`src/rtl/mem_stage.sv`:
```
// rtl/mem_stage.sv - memory-access stage: byte/half/word loads and stores over a req/ack port
// Optional misaligned-access trap: define MEM_MISALIGN_TRAP_EN.
module mem_stage #(
    parameter int DATA_W = 32,
    parameter int ADDR_W = 32
) (
    input  logic              clk,
    input  logic              rst,
    input  logic              w_enable_i,
    input  logic [4:0]        w_addr_i,
    input  logic [DATA_W-1:0] w_data_i,
    input  logic [3:0]        mem_op_i,
    input  logic [DATA_W-1:0] store_data_i,
    output logic              mem_req_o,
    output logic              mem_we_o,
    output logic [ADDR_W-1:0] mem_addr_o,
    output logic [3:0]        mem_be_o,
    output logic [DATA_W-1:0] mem_wdata_o,
    input  logic [DATA_W-1:0] mem_rdata_i,
    input  logic              mem_ack_i,
    output logic              stall_req_o,
    output logic              w_enable_o,
    output logic [4:0]        w_addr_o,
    output logic [DATA_W-1:0] w_data_o
`ifdef MEM_MISALIGN_TRAP_EN
    ,
    output logic              misalign_o
`endif
);

    localparam logic [3:0] OP_LB  = 4'b0001;
    localparam logic [3:0] OP_LH  = 4'b0010;
    localparam logic [3:0] OP_LW  = 4'b0011;
    localparam logic [3:0] OP_LBU = 4'b0100;
    localparam logic [3:0] OP_LHU = 4'b0101;
    localparam logic [3:0] OP_SB  = 4'b1000;
    localparam logic [3:0] OP_SH  = 4'b1001;
    localparam logic [3:0] OP_SW  = 4'b1010;

    typedef enum logic {S_IDLE, S_BUSY} state_t;

    state_t      r_state;
    logic [1:0]  r_lo;
    logic [3:0]  r_op;
    logic        r_wen;
    logic [4:0]  r_waddr;

    logic              w_is_load;
    logic              w_is_store;
    logic              w_trap;
    logic [3:0]        w_be;
    logic [DATA_W-1:0] w_wdata;
    logic [7:0]        w_byte;
    logic [15:0]       w_half;
    logic [DATA_W-1:0] w_load;
    logic              w_busy_is_load;

    always_comb begin
        w_is_load  = 1'b0;
        w_is_store = 1'b0;
        w_be       = 4'b1111;
        w_wdata    = store_data_i;
        case (mem_op_i)
            OP_LB, OP_LH, OP_LW, OP_LBU, OP_LHU: w_is_load = 1'b1;
            OP_SB: begin
                w_is_store = 1'b1;
                w_be       = 4'b0001 << w_data_i[1:0];
                w_wdata    = {4{store_data_i[7:0]}};
            end
            OP_SH: begin
                w_is_store = 1'b1;
                w_be       = w_data_i[1] ? 4'b1100 : 4'b0011;
                w_wdata    = {2{store_data_i[15:0]}};
            end
            OP_SW: w_is_store = 1'b1;
            default: ;
        endcase
    end

`ifdef MEM_MISALIGN_TRAP_EN
    always_comb begin
        w_trap = 1'b0;
        case (mem_op_i)
            OP_LH, OP_LHU, OP_SH: w_trap = w_data_i[0];
            OP_LW, OP_SW:         w_trap = (w_data_i[1:0] != 2'b00);
            default:              w_trap = 1'b0;
        endcase
    end
`else
    assign w_trap = 1'b0;
`endif

    // Lane extraction uses the address bits captured when the request was issued.
    always_comb begin
        w_byte = mem_rdata_i[{r_lo, 3'b000} +: 8];
        w_half = r_lo[1] ? mem_rdata_i[31:16] : mem_rdata_i[15:0];
        case (r_op)
            OP_LB:   w_load = {{(DATA_W-8){w_byte[7]}}, w_byte};
            OP_LBU:  w_load = {{(DATA_W-8){1'b0}}, w_byte};
            OP_LH:   w_load = {{(DATA_W-16){w_half[15]}}, w_half};
            OP_LHU:  w_load = {{(DATA_W-16){1'b0}}, w_half};
            default: w_load = mem_rdata_i;
        endcase
    end

    assign w_busy_is_load = (r_op == OP_LB) || (r_op == OP_LH) || (r_op == OP_LW) ||
                            (r_op == OP_LBU) || (r_op == OP_LHU);

    always_comb begin
        case (r_state)
            S_IDLE:  stall_req_o = (w_is_load | w_is_store) & ~w_trap;
            S_BUSY:  stall_req_o = ~mem_ack_i;
            default: stall_req_o = 1'b0;
        endcase
    end

    always_ff @(posedge clk) begin
        if (rst) begin
            r_state     <= S_IDLE;
            r_lo        <= 2'b00;
            r_op        <= 4'b0000;
            r_wen       <= 1'b0;
            r_waddr     <= 5'd0;
            mem_req_o   <= 1'b0;
            mem_we_o    <= 1'b0;
            mem_addr_o  <= '0;
            mem_be_o    <= 4'b0000;
            mem_wdata_o <= '0;
            w_enable_o  <= 1'b0;
            w_addr_o    <= 5'd0;
            w_data_o    <= '0;
`ifdef MEM_MISALIGN_TRAP_EN
            misalign_o  <= 1'b0;
`endif
        end else begin
`ifdef MEM_MISALIGN_TRAP_EN
            misalign_o <= 1'b0;
`endif
            case (r_state)
                S_IDLE: begin
                    if (w_trap) begin
                        w_enable_o <= 1'b0;
`ifdef MEM_MISALIGN_TRAP_EN
                        misalign_o <= 1'b1;
`endif
                    end else if (w_is_load || w_is_store) begin
                        r_state     <= S_BUSY;
                        r_lo        <= w_data_i[1:0];
                        r_op        <= mem_op_i;
                        r_wen       <= w_enable_i;
                        r_waddr     <= w_addr_i;
                        mem_req_o   <= 1'b1;
                        mem_we_o    <= w_is_store;
                        mem_addr_o  <= {w_data_i[ADDR_W-1:2], 2'b00};
                        mem_be_o    <= w_be;
                        mem_wdata_o <= w_wdata;
                        w_enable_o  <= 1'b0;
                    end else begin
                        w_enable_o <= w_enable_i;
                        w_addr_o   <= w_addr_i;
                        w_data_o   <= w_data_i;
                    end
                end
                S_BUSY: begin
                    if (mem_ack_i) begin
                        r_state   <= S_IDLE;
                        mem_req_o <= 1'b0;
                        if (w_busy_is_load) begin
                            w_enable_o <= r_wen;
                            w_addr_o   <= r_waddr;
                            w_data_o   <= w_load;
                        end else begin
                            w_enable_o <= 1'b0;
                        end
                    end
                end
                default: r_state <= S_IDLE;
            endcase
        end
    end

endmodule
```
`config.mk`:
```
export PLATFORM = sky130hd
export DESIGN_NAME = mem_stage
export DESIGN_NICKNAME = d
export VERILOG_FILES = /design/src/rtl/mem_stage.sv
export SDC_FILE = /design/constraint.sdc
export NUM_CORES = 1
export LEC_CHECK = 0
export ABC_CLOCK_PERIOD_IN_PS = 5030
export BUFFER_PORTS_ARGS = -buffer_cell sky130_fd_sc_hd__buf_2
export CORE_MARGIN = 3
export CORE_UTILIZATION = 53
export CTS_CLUSTER_DIAMETER = 120
export DETAILED_ROUTE_END_ITERATION = 6
export PLACE_DENSITY = 0.92
export SLEW_MARGIN = 20
export SYNTH_ARGS = -nofsm -noshare
export SYNTH_HDL_FRONTEND = slang
export SYNTH_SLANG_ARGS = --single-unit
```
`constraint.sdc`:
```
create_clock -name clk -period 5.03 [get_ports clk]
set_input_delay 0.503 -clock clk [delete_from_list [all_inputs] [get_ports clk]]
set_output_delay 0.503 -clock clk [all_outputs]
set_load 0.005 [all_outputs]
```
==> impl_metrics.json <==
{
  "clk_pin_slew_ns": 0.06,
  "max_freq_mhz": 336.0,
  "grt_pass1_wl_um": 26510,
  "num_rows": 36,
  "first_pass_iters": 5,
  "finClkSkew_ns": 0.01299,
  "hpwl_um": 11980,
  "synthCells": 643,
  "h-tree-depth": 4,
  "syn_area_per_cell_um2": 8.692,
  "irDropWorstVdd_mv": 0.2419,
  "portBuffers": 215,
  "clock_path_buffers": 2,
  "grt_pass1_vias": 5206,
  "pin_count": 218,
  "finalMaxSlewViolations": 0,
  "post-route-period-util_pct": 59.16,
  "required_ns": 4.53,
  "status": "finished, final reports clean",
  "routed-via-count": 5747,
  "final.min_clock_period_ns": 2.976,
  "arrival_ns": 2.47,
  "hold_path.class": "primary input to register",
  "start_util_pct": 55.89,
  "core_um2": 10000,
  "intPower_uw": 1922,
  "die_h_um": 108.7,
  "ys_warn_count": 0,
  "rsz0062_at_grt": "false",
  "switching_share_pct": 30.30,
  "path_class": "primary input to primary output",
  "area_growth_syn_to_layout_pct": 27.58,
  "clk_latency_ns": 0.52,
  "pwr-share-seq_pct": 39.7,
  "grt_max_degree": 90,
  "cp-end-kind": "primary output",
  "post-cts-setup-buffers": 0,
  "synth_area_um2": 5589,
  "synth-async-reset-ratio_pct": 0,
  "synth-main-ff-cell": "dfxtp_1",
  "synth_seq_cells": 119,
  "drt_drc_violations_left": 0,
  "cts_tree": "built",
  "power_density_nw_per_um2": 386.7,
  "antenna_found_initial": 0,
  "leakagePower_uw": 0.003283,
  "die-width_um": 108.7,
  "cts-resized-gates": 0,
  "postRouteAntennaNets": 0,
  "final_cell_area_um2": 7131,
  "final.setup.tns_ns": 0,
  "utilization_pct": 71.31,
  "startpoint_type": "primary input",
  "grt.total_usage_pct": 28.54,
  "worst_pin_slew_ns": 1.012,
  "fin_nets": 934,
  "yosysSeqAreaShare_pct": 42.62,
  "finalHoldViolations": 0,
  "drive_gt1_share_pct": 36.75,
  "worst_hold_slack_ns": 0.2399,
  "dieArea_um2": 11810,
  "routabilityCongestion": 0.8943,
  "drtIter0Drc": 543,
  "place_ws_ns": 1.911,
  "cts_buffers": 17,
  "cts_hold_buf": 0,
  "combPwrFrac_pct": 19.0,
  "setup_ws_ns": 2.054,
  "wl_um": 17230,
  "vias_per_cell": 5.919,
  "cts_root_buf": "clkbuf_8",
  "synth_edf_count": 0,
  "placed_area_um2": 6575,
  "maxSlewHeadroom_pct": 31.99,
  "cts_sinks": 119,
  "p_sw_uw": 835.4,
  "antenna_cells": 0,
  "setup_viol": 0,
  "wl_per_cell_um": 17.74,
  "yosysUniqueCellTypes": 51,
  "drv_cap": 0,
  "power.share.clock_pct": 41.3,
  "grt-ovfl-total": 0,
  "worst-path-max-fanout": 69
}
Yosys cell counts (all sizes together), types with 14 or more instances:
library cell	number	area share, %
o21ai	16	1.4
clkbuf	24	1.6
a31oi	17	2.2
mux2i	14	2.5
nand2	181	12
nand3	20	1.8
a21oi	58	5.2
dfxtp	119	43
nor2	23	2.4
a21o	19	2.6
buf	33	3.8
a221oi	16	3.6
cells by family after synthesis:
family,count (synthesis),synth area share (%)
AND/OR/NAND/NOR,256,20.71
flip-flops,119,42.62
AO/OA/AOI/OAI,175,23.44
XOR/XNOR,1,0.1567
other,1,0.06709
multiplexers,30,7.343
buffers and inverters,61,5.664
layout by cell type, fill, tap and decap left out, types with 4 or more instances in the layout:
master     netlist  layout
a32o_1          13      13
inv_6            0       8
buf_2           16     214
or2_2           12      12
nand2_1        180     180
a31oi_1         16      16
a221o_1         13      13
clkbuf_16        0      16
mux2_2           8       8
buf_4            6       5
a211oi_2         5       5
a311oi_1         8       8
inv_1            4       4
o21ai_0         16      16
mux2i_1         14      14
a21o_1          19      19
a221oi_1         6       6
nand3_1         20      20
a21oi_1         58      58
mux4_2           8       8
nor2_1          18      18
a221oi_2        10      10
dfxtp_1        119     119
layout make-up:
| cell class | instances | area [um^2] |
|---|---|---|
| tap | 133 | 166.4 |
| clock buffer | 17 | 414.1 |
| sequential | 119 | 2382 |
| clock inverter | 15 | 141.4 |
| inverter | 4 | 15.01 |
| fill | 778 | 2869 |
| multi-input combinational | 464 | 2903 |
| timing repair buffer | 219 | 1109 |
registers in the layout (all words and copies together), names as in the netlist, 2 cells and up:
signal and count:
mem_wdata_o 32, w_data_o 32, mem_addr_o 30, r_waddr 5, w_addr_o 5, mem_be_o 4
r_op 4, r_lo 2
critical path, cell delays in order:
cell	delay, ns
buf_2	0.20
or4_4	0.58
nand4_4	0.11
buf_4	0.59
o21ai_0	0.26
buf_2	0.20
layer usage:
metal | vias to the layer above | global-route usage [%] | wire length, um
met1 | 2685 | 36.04 | 6744
li1 | 2665 | - | -
met3 | 63 | 8.289 | 1692
met4 | 0 | 12.26 | 601
met2 | 334 | 45.59 | 8186
met5 | - | 0 | 0
metrics by stage:
step	instances	power, uW
CTS	971	2764
global placement	939	1617
floorplan	644	1433
detailed placement	939	1630
finish	971	2757
global route	971	2872
power by group through the flow:
stage / Combinational (uW) / Sequential [uW] / Clock (uW)
after floorplan: 329 / 1100 / 0
after global placement: 507 / 1110 / 0
after detailed placement: 519 / 1110 / 0
after CTS: 523 / 1090 / 1150
after global routing: 577 / 1100 / 1190
final: 525 / 1090 / 1140
final timing paths:
| kind | depth (start not counted) | to | start | slack [ns] |
|---|---|---|---|---|
| max | 6 | stall_req_o | mem_op_i[0] | 2.05 |
| min | 3 | mem_addr_o[5]$_SDFFE_PP0P_ | w_data_i[5] | 0.24 |
| max reg2reg | 5 | w_data_o[30]$_SDFFE_PP0P_ | r_lo[1]$_SDFFE_PP0P_ | 2.31 |
| min reg2reg | 2 | mem_addr_o[2]$_SDFFE_PP0P_ | mem_addr_o[2]$_SDFFE_PP0P_ | 0.45 |
(Power assumes the default switching activity.)
